==> src/rtl/seq_addsub_unit.sv <==
// Multi-cycle WIDTH-bit adder/subtractor that processes CHUNK bits per clock.
// The carry/borrow is registered between chunks; flags are registered with the final slice.
module seq_addsub_unit #(
    parameter int WIDTH = 16,
    parameter int CHUNK = 4
) (
    input  logic             clk,
    input  logic             rst,
    input  logic             in_valid,
    output logic             in_ready,
    input  logic             op,
    input  logic [WIDTH-1:0] inp1,
    input  logic [WIDTH-1:0] inp2,
    input  logic             bin,
    output logic             out_valid,
    input  logic             out_ready,
    output logic [WIDTH-1:0] result,
    output logic             borrow,
    output logic             zero,
    output logic             negative,
    output logic             overflow,
    output logic             busy
);

    // state | meaning
    // IDLE  | waiting for an operation, in_ready=1
    // RUN   | computing one chunk per cycle
    // DONE  | result and flags valid, waiting for out_ready
    typedef enum logic [1:0] {
        S_IDLE = 2'd0,
        S_RUN  = 2'd1,
        S_DONE = 2'd2
    } state_t;

    localparam int N  = WIDTH / CHUNK;
    localparam int CW = $clog2(N + 1);
    localparam logic [CW-1:0] LAST = CW'(N - 1);

    state_t           state_q, state_d;
    logic [WIDTH-1:0] a_q, a_d;
    logic [WIDTH-1:0] b_q, b_d;
    logic             op_q, op_d;
    logic             chain_q, chain_d;
    logic [CW-1:0]    cnt_q, cnt_d;
    logic [WIDTH-1:0] res_q, res_d;
    logic             borrow_q, borrow_d;
    logic             zero_q, zero_d;
    logic             neg_q, neg_d;
    logic             ovf_q, ovf_d;

    logic [CHUNK-1:0] a_c, b_c;
    logic [CHUNK:0]   sum_c;
    logic [WIDTH-1:0] res_ins;

    always_comb begin
        a_c = '0;
        b_c = '0;
        for (int k = 0; k < N; k++) begin
            if (cnt_q == CW'(k)) begin
                a_c = a_q[k*CHUNK +: CHUNK];
                b_c = b_q[k*CHUNK +: CHUNK];
            end
        end

        // Bit CHUNK of the (CHUNK+1)-bit difference is set exactly when a < b + c.
        if (op_q) begin
            sum_c = {1'b0, a_c} + {1'b0, b_c} + (CHUNK+1)'(chain_q);
        end else begin
            sum_c = {1'b0, a_c} - {1'b0, b_c} - (CHUNK+1)'(chain_q);
        end

        res_ins = res_q;
        for (int k = 0; k < N; k++) begin
            if (cnt_q == CW'(k)) begin
                res_ins[k*CHUNK +: CHUNK] = sum_c[CHUNK-1:0];
            end
        end
    end

    always_comb begin
        state_d  = state_q;
        a_d      = a_q;
        b_d      = b_q;
        op_d     = op_q;
        chain_d  = chain_q;
        cnt_d    = cnt_q;
        res_d    = res_q;
        borrow_d = borrow_q;
        zero_d   = zero_q;
        neg_d    = neg_q;
        ovf_d    = ovf_q;

        case (state_q)
            S_IDLE: begin
                if (in_valid) begin
                    state_d = S_RUN;
                    a_d     = inp1;
                    b_d     = inp2;
                    op_d    = op;
                    chain_d = bin;
                    cnt_d   = '0;
                end
            end
            S_RUN: begin
                res_d   = res_ins;
                chain_d = sum_c[CHUNK];
                cnt_d   = cnt_q + CW'(1);
                if (cnt_q == LAST) begin
                    state_d  = S_DONE;
                    borrow_d = sum_c[CHUNK];
                    zero_d   = (res_ins == '0);
                    neg_d    = res_ins[WIDTH-1];
                    if (op_q) begin
                        ovf_d = (a_q[WIDTH-1] == b_q[WIDTH-1]) && (res_ins[WIDTH-1] != a_q[WIDTH-1]);
                    end else begin
                        ovf_d = (a_q[WIDTH-1] != b_q[WIDTH-1]) && (res_ins[WIDTH-1] != a_q[WIDTH-1]);
                    end
                end
            end
            S_DONE: begin
                if (out_ready) begin
                    state_d = S_IDLE;
                end
            end
            default: begin
                state_d = S_IDLE;
            end
        endcase
    end

    always_ff @(posedge clk) begin
        if (rst) begin
            state_q  <= S_IDLE;
            a_q      <= '0;
            b_q      <= '0;
            op_q     <= 1'b0;
            chain_q  <= 1'b0;
            cnt_q    <= '0;
            res_q    <= '0;
            borrow_q <= 1'b0;
            zero_q   <= 1'b0;
            neg_q    <= 1'b0;
            ovf_q    <= 1'b0;
        end else begin
            state_q  <= state_d;
            a_q      <= a_d;
            b_q      <= b_d;
            op_q     <= op_d;
            chain_q  <= chain_d;
            cnt_q    <= cnt_d;
            res_q    <= res_d;
            borrow_q <= borrow_d;
            zero_q   <= zero_d;
            neg_q    <= neg_d;
            ovf_q    <= ovf_d;
        end
    end

    assign in_ready  = (state_q == S_IDLE);
    assign out_valid = (state_q == S_DONE);
    assign busy      = (state_q == S_RUN) || (state_q == S_DONE);
    assign result    = res_q;
    assign borrow    = borrow_q;
    assign zero      = zero_q;
    assign negative  = neg_q;
    assign overflow  = ovf_q;

endmodule
==> config.mk <==
export PLATFORM = sky130hd
export DESIGN_NAME = seq_addsub_unit
export DESIGN_NICKNAME = d
export VERILOG_FILES = /design/src/rtl/seq_addsub_unit.sv
export SDC_FILE = /design/constraint.sdc
export NUM_CORES = 1
export LEC_CHECK = 0
export ABC_AREA = 1
export CORE_MARGIN = 1.5
export CORE_UTILIZATION = 42
export DETAILED_ROUTE_END_ITERATION = 6
export MAX_ROUTING_LAYER = met4
export PLACE_DENSITY = 0.67
export SLEW_MARGIN = 20
export SYNTH_ARGS = -nofsm -noshare
export SYNTH_HDL_FRONTEND = slang
export SYNTH_SLANG_ARGS = --single-unit
==> constraint.sdc <==
create_clock -name clk -period 10.26 [get_ports clk]
set_input_delay 1.539 -clock clk [delete_from_list [all_inputs] [get_ports clk]]
set_output_delay 1.539 -clock clk [all_outputs]
set_load 0.02 [all_outputs]
==> results_dict.tcl <==
set metrics [dict create \
    outcome "completed" \
    cts_resized 0 \
    grt_max_degree 50 \
    ys_ff_latch 59 \
    cts_hold_buf 0 \
    intPower_w 0.000617 \
    drt_pass1_iterations 4 \
    cts_sinks 59 \
    post-route-min-period_ps 3840 \
    io_buffer_count 60 \
    p_sw_share_pct 45.0 \
    critical_path.max_fanout 13 \
    power_density_nw_per_um2 287 \
    max_freq_mhz 260 \
    die-width_microns 89.3 \
    drive_gt1_share_pct 8.73 \
    maxCapViolations 0 \
    pwr-share-clk_pct 16.0 \
    rsz0062_at_grt "false" \
    dp_slack_ps 6450 \
    netlist-cell-type-count 40 \
    hold_viol 0 \
    cts-root-buf "clkbuf_8" \
    power_switching_w 0.000506 \
    row_count 31 \
    cts_buffer_depth 2 \
    wl_microns 7450 \
    post-route-util_pct 54.3 \
    worst_slew_pin_slew_ps 843 \
    die-area_sq_um 7970 \
    worstPathArrival_ps 4120 \
    crit_type "reg -> reg" \
    reg2reg_depth 19 \
    wire_per_inst_microns 12.8 \
    synth.area.top_cells "dfxtp_1 (38%), o21ai_0 (11%), nor2_1 (8.2%)" \
    dp.cells 565 \
    fin_tns_setup_ps 0 \
    antenna_found_initial 0 \
    viasPerCell 5.01 \
    io_pins 61 \
    clock_skew_ps 8.15 \
    maxSlewViolCount 0 \
    synth_edf_count 0 \
    cts_setup_buffers 0 \
    numCtsBuffers 9 \
    cts.clk_slew.worst_paths_ps 70 \
    synth_cells 426 \
    start_util_pct 43.3 \
    cp.depth 19 \
    setup_ws_ps 6420 \
    area_delta_synth_final_pct 25.3 \
    cts_tree "built" \
    syn_area_sq_um 3130 \
    holdWs_ps 465 \
    ir_drop_uv 92.2 \
    start_kind "register" \
    ys.warnings.count 0 \
    grt_pass1_wl_microns 12500 \
    cts_max_level 3 \
    vias 2905 \
    final_cells 580 \
    cp.buffers_inverters 3 \
    synthArstFlopShare_pct 0 \
    pwr-share-comb_pct 54.2 \
    synth_ff_type "dfxtp_1" \
    path_cells "ha_1 -> ha_1 -> inv_1 -> nand2_1 -> o21ai_0 -> fa_1 -> inv_1 -> fa_1 -> or2_1 -> o21a_2 -> inv_2 -> nand2_1 -> o21ai_0 -> nand3_1 -> nor3_2 -> nand2_1 -> nor2_1 -> nor2_1 -> nor2_1" \
    holdPathStages 2 \
    critPathSlowestCell "ha_1" \
    ys_seq_area_share_pct 37.8 \
    grt_pass1_vias 2771 \
    drtAntennaViolNets 0 \
    setup_viol 0 \
    synth_top_area_cell "dfxtp_1" \
    required_ps 10540 \
    endpoint_kind "register" \
    leakagePower_nw 1.67 \
    hold_path_class "reg -> reg" \
    crit_family "adder cells" \
    avgSynthCellArea_sq_um 7.34 \
    slew_headroom_pct 43.8 \
    core_area_sq_um 7210 \
    grt.total_usage_pct 21.3 \
    drtIter0Drc 131 \
    die_h_microns 89.3 \
    seqPwrFrac_pct 29.8 \
    remaining_drc_errors 0 \
    nets 534 \
    gp_congestion 0.932 \
    cpPeakStageDelay_ps 500 \
    place_hpwl_microns 5390 \
    clock_latency_ps 340 \
    grt.overflow.total 0 \
    yosysTopAreaCellShare_pct 37.8 \
    synth_nets 483 \
    antenna_cells 0 \
    fin_crit_sh_pct 37.4 \
]
area by class of cell:
| type | count | area (sq um) |
|---|---|---|
| fillers | 748 | 3300 |
| flip-flops and latches | 59 | 1180 |
| repair buffers | 61 | 608 |
| inverters | 51 | 194 |
| well taps | 99 | 124 |
| multi-input cells | 295 | 1650 |
| clock buffers | 12 | 145 |
| clock inverters | 3 | 15.0 |
kinds of logic after synthesis:
kind of cell / count (synthesis) / synth area share, %
flip-flops: 59 / 37.8
buffers and inverters: 72 / 9.40
AND/OR/NAND/NOR: 150 / 21.3
XOR/XNOR: 3 / 0.840
AO/OA/AOI/OAI: 120 / 21.2
adder cells (fa/ha/maj): 19 / 8.56
multiplexers: 3 / 0.960
worst paths after layout:
kind,from,to,slack (ps)
worst min-delay path,a_q[5]$_SDFFE_PP0P_,a_q[5]$_SDFFE_PP0P_,470
worst max-delay path,cnt_q[0]$_SDFFE_PP0P_,zero$_SDFFE_PP0P_,6420
worst min register to register,a_q[5]$_SDFFE_PP0P_,a_q[5]$_SDFFE_PP0P_,470
worst max register to register,cnt_q[0]$_SDFFE_PP0P_,zero$_SDFFE_PP0P_,6420
cells in the final DEF, fill, tap and decap left out, types with 3 or more instances in the layout:
cell type and n:
nand2_1 46, o21ai_1 3, or2_2 3, nand4_1 3
clkbuf_8 10, nor2_1 68, clkinv_2 3, a21oi_1 27
nand3_1 16, nand3_2 5, o21ai_0 70, clkdlybuf4s50_1 60
xor2_1 3, o21ai_2 4, nand2_2 3, a31oi_1 4
dfxtp_1 59, mux2i_1 3, ha_1 15, inv_2 6
fa_1 4, inv_1 43
sequential cells by signal, summed over array words and instances, names as in the netlist, 2 cells and up:
| signal | flops |
|---|---|
| b_q | 16 |
| a_q | 16 |
| cnt_q | 3 |
| result | 16 |
| state_q | 2 |
synthesized netlist by cell type (2+ instances only):
cell type / n
a211oi_1: 2
a21boi_0: 2
a21oi_1: 27
a31oi_1: 4
buf_2: 2
buf_6: 2
clkbuf_1: 16
dfxtp_1: 59
fa_1: 4
ha_1: 15
inv_1: 44
inv_2: 5
mux2i_1: 3
nand2_1: 46
nand2_2: 3
nand3_1: 16
nand3_2: 5
nand4_1: 3
nor2_1: 68
o211ai_1: 2
o21ai_0: 70
o21ai_1: 3
o21ai_2: 4
or2_2: 3
xor2_1: 3
metrics by stage:
stage	instance area, sq um	total power (W)
after floorplan	3130	0.000776
after global placement	3760	0.000931
after global routing	3920	0.00123
final	3920	0.00112
after CTS	3920	0.00113
after detailed placement	3760	0.000950
routing by layer:
metal	share of wire [%]	track usage, %
met1	46	25.9
met2	45	32.8
met3	6.4	6.83
met4	2.5	8.39
met5	0	-
tightest hold or removal path, stage by stage, from the launching register on:
cell,delay (ps)
dfxtp_1,300
inv_1,70
a21oi_1,60
power groups by stage:
stage,Sequential (W),Clock [W],Combinational [W]
2_1_floorplan,0.000349,0,0.000427
3_3_place_gp,0.000337,0,0.000594
3_5_place_dp,0.000339,0,0.000611
4_1_cts,0.000334,0.000182,0.000612
5_1_grt,0.000341,0.000194,0.000697
6_report,0.000334,0.000180,0.000609
Note: power is estimated with default switching activity, not from simulation.
==> RTL change, RTL diff (same settings) <==
Make the reset (`rst`) asynchronous in one clocked block.
--- a/src/rtl/seq_addsub_unit.sv
+++ b/src/rtl/seq_addsub_unit.sv
@@ -128,7 +128,7 @@
         endcase
     end
 
-    always_ff @(posedge clk) begin
+    always_ff @(posedge clk or posedge rst) begin
         if (rst) begin
             state_q  <= S_IDLE;
             a_q      <= '0;
Formal check against the unedited RTL: differs if rst is asserted again (counterexample within 4 cycles, from zero or initial values and one cycle with rst high); with rst held inactive, the same outputs for 10 cycles.
==> RTL change against the original RTL <==
Area after synthesis is 2.8% higher. Total power is 34% higher. Sequential cell count stayed put. Wire length is 6.6% lower. Hold slack better by 0.015 ns. Worst setup slack worse by 0.035 ns. Fmax is 0.89% lower. Design area is 3.3% higher. Count of clock-buffer cells in the layout is 2 higher. Synthesized cell count is 6.1% lower. Largest cell class is now registers.
==> RTL change: results (changes against the original RTL) <==
[critical_path]
cp_slowest_cell=nor2_1
cp_slowest_stage_delay_ns=0.43  ; -0.07 ns
crit_fanout=7  ; -6
critPathTopFamily=simple AND/OR/NAND/NOR gates
arrival_ns=4.15  ; +0.03 ns
r2r_slack_ns=6.38  ; -0.03 ns

[final_layout]
largestClassByArea=registers
nets=515  ; -3.6%
nonClkBufAreaFrac_pct=15.0  ; -0.49 points
clock_buffers=14  ; +2
clk_share_pct=4.27  ; +0.18 points
multi_input_area_um2=1460  ; -12%
non_clock_inverter_count=55  ; +7.8%
regArea_um2=1480  ; +25%
multi_input_gates=272  ; -7.8%
n_fill_cell=669  ; -11%
final_cells=562  ; -3.1%

[grt]
grtUsageMet1_pct=24.1  ; -1.8 points
grt_first_pass_wirelength_um=11800  ; -5.6%
met2_usage_pct=27.6  ; -5.2 points
grt_use_met3_pct=4.71  ; -2.1 points
grt_use_total_pct=18.8  ; -2.5 points
grt_pass1_vias=2550  ; -8.0%
grt_start_max_net_pins=60  ; +20%

[synthesis]
syn_nets=457  ; -5.4%
yosys.area_share.xor_xnor_pct=0.545  ; -0.30 points
synth_commonest_cells=nand2_1, dfrtp_1, inv_1, o21ai_0, ha_1
yosysUniqueCellTypes=34  ; -15%
synth.area.mux_share_pct=0  ; -0.96 points
synth_fa_ha_area_share_pct=8.33  ; -0.24 points
seq_area_frac_synth_pct=45.9  ; +8.1 points
netlist_instances=400  ; -6.1%
async_flop_share_pct=100  ; +100 points
synth.area.top_cells=dfrtp_1, nand2_1, o21ai_0
synth_compound_gate_area_share_pct=14.0  ; -7.2 points

[placement]
place.gp.congestion=0.892  ; -4.2%
dp.final_hpwl_um=5110  ; -5.2%
dp_cells=546  ; -3.4%

[detailed_routing]
vias=2736  ; -5.8%
firstDrtPassIters=5  ; +1
wl_met3_um=342  ; -28%
drt_iter0_markers=95  ; -27%
wl_met2_um=3080  ; -8.2%
wl_met1_um=3350  ; -2.4%
routedWlPerCell_um=12.4  ; -3.7%

[power]
p_int_uw=791  ; +28%
ir_worst_vdd_uv=134  ; +45%
p_seq_share_pct=27.5  ; -2.3 points
p_comb_share_pct=60.0  ; +5.8 points
comb_power_uw=901  ; +48%
leakagePower_uw=0.00197  ; +18%

[timing]
slew-limit-headroom_pct=50.8  ; +7.1 points
clock_skew_ns=0.00409  ; -0.00406 ns
whs_ns=0.480  ; +0.0148 ns

[clocking]
clk_pin_slew_ns=0.06

[run_status]
status=completed

-- RTL change: changes by cell type after synthesis, sizes merged, moves of 5 or more --
cell,before,now
a21oi,27,3
nand2,50,136
o22ai,1,6
nand3,21,15
dfrtp,0,59
clkbuf,16,9
dfxtp,59,0
nor2,70,13
o21ai,78,55
-- RTL change: path summary, 6_finish.rpt --
path                            startpoint       to  cells after the start
worst max-delay path              cnt_q[0]     zero                     22
worst min-delay path               a_q[10]  a_q[10]                      2
worst max register to register    cnt_q[0]     zero                     22
worst min register to register     a_q[10]  a_q[10]                      2
max in group asynchronous              rst     zero                      3
min in group asynchronous              rst   a_q[8]                      3
-- RTL change: stage by stage --
stage	utilization, %	worst slack (ns)	area (um2)
2_1_floorplan	-	6.93	3220
3_3_place_gp	52.9	6.46	3870
3_5_place_dp	52.9	6.37	3870
4_1_cts	55.2	6.39	4050
5_1_grt	55.2	5.97	4050
6_report	55.2	6.38	4050
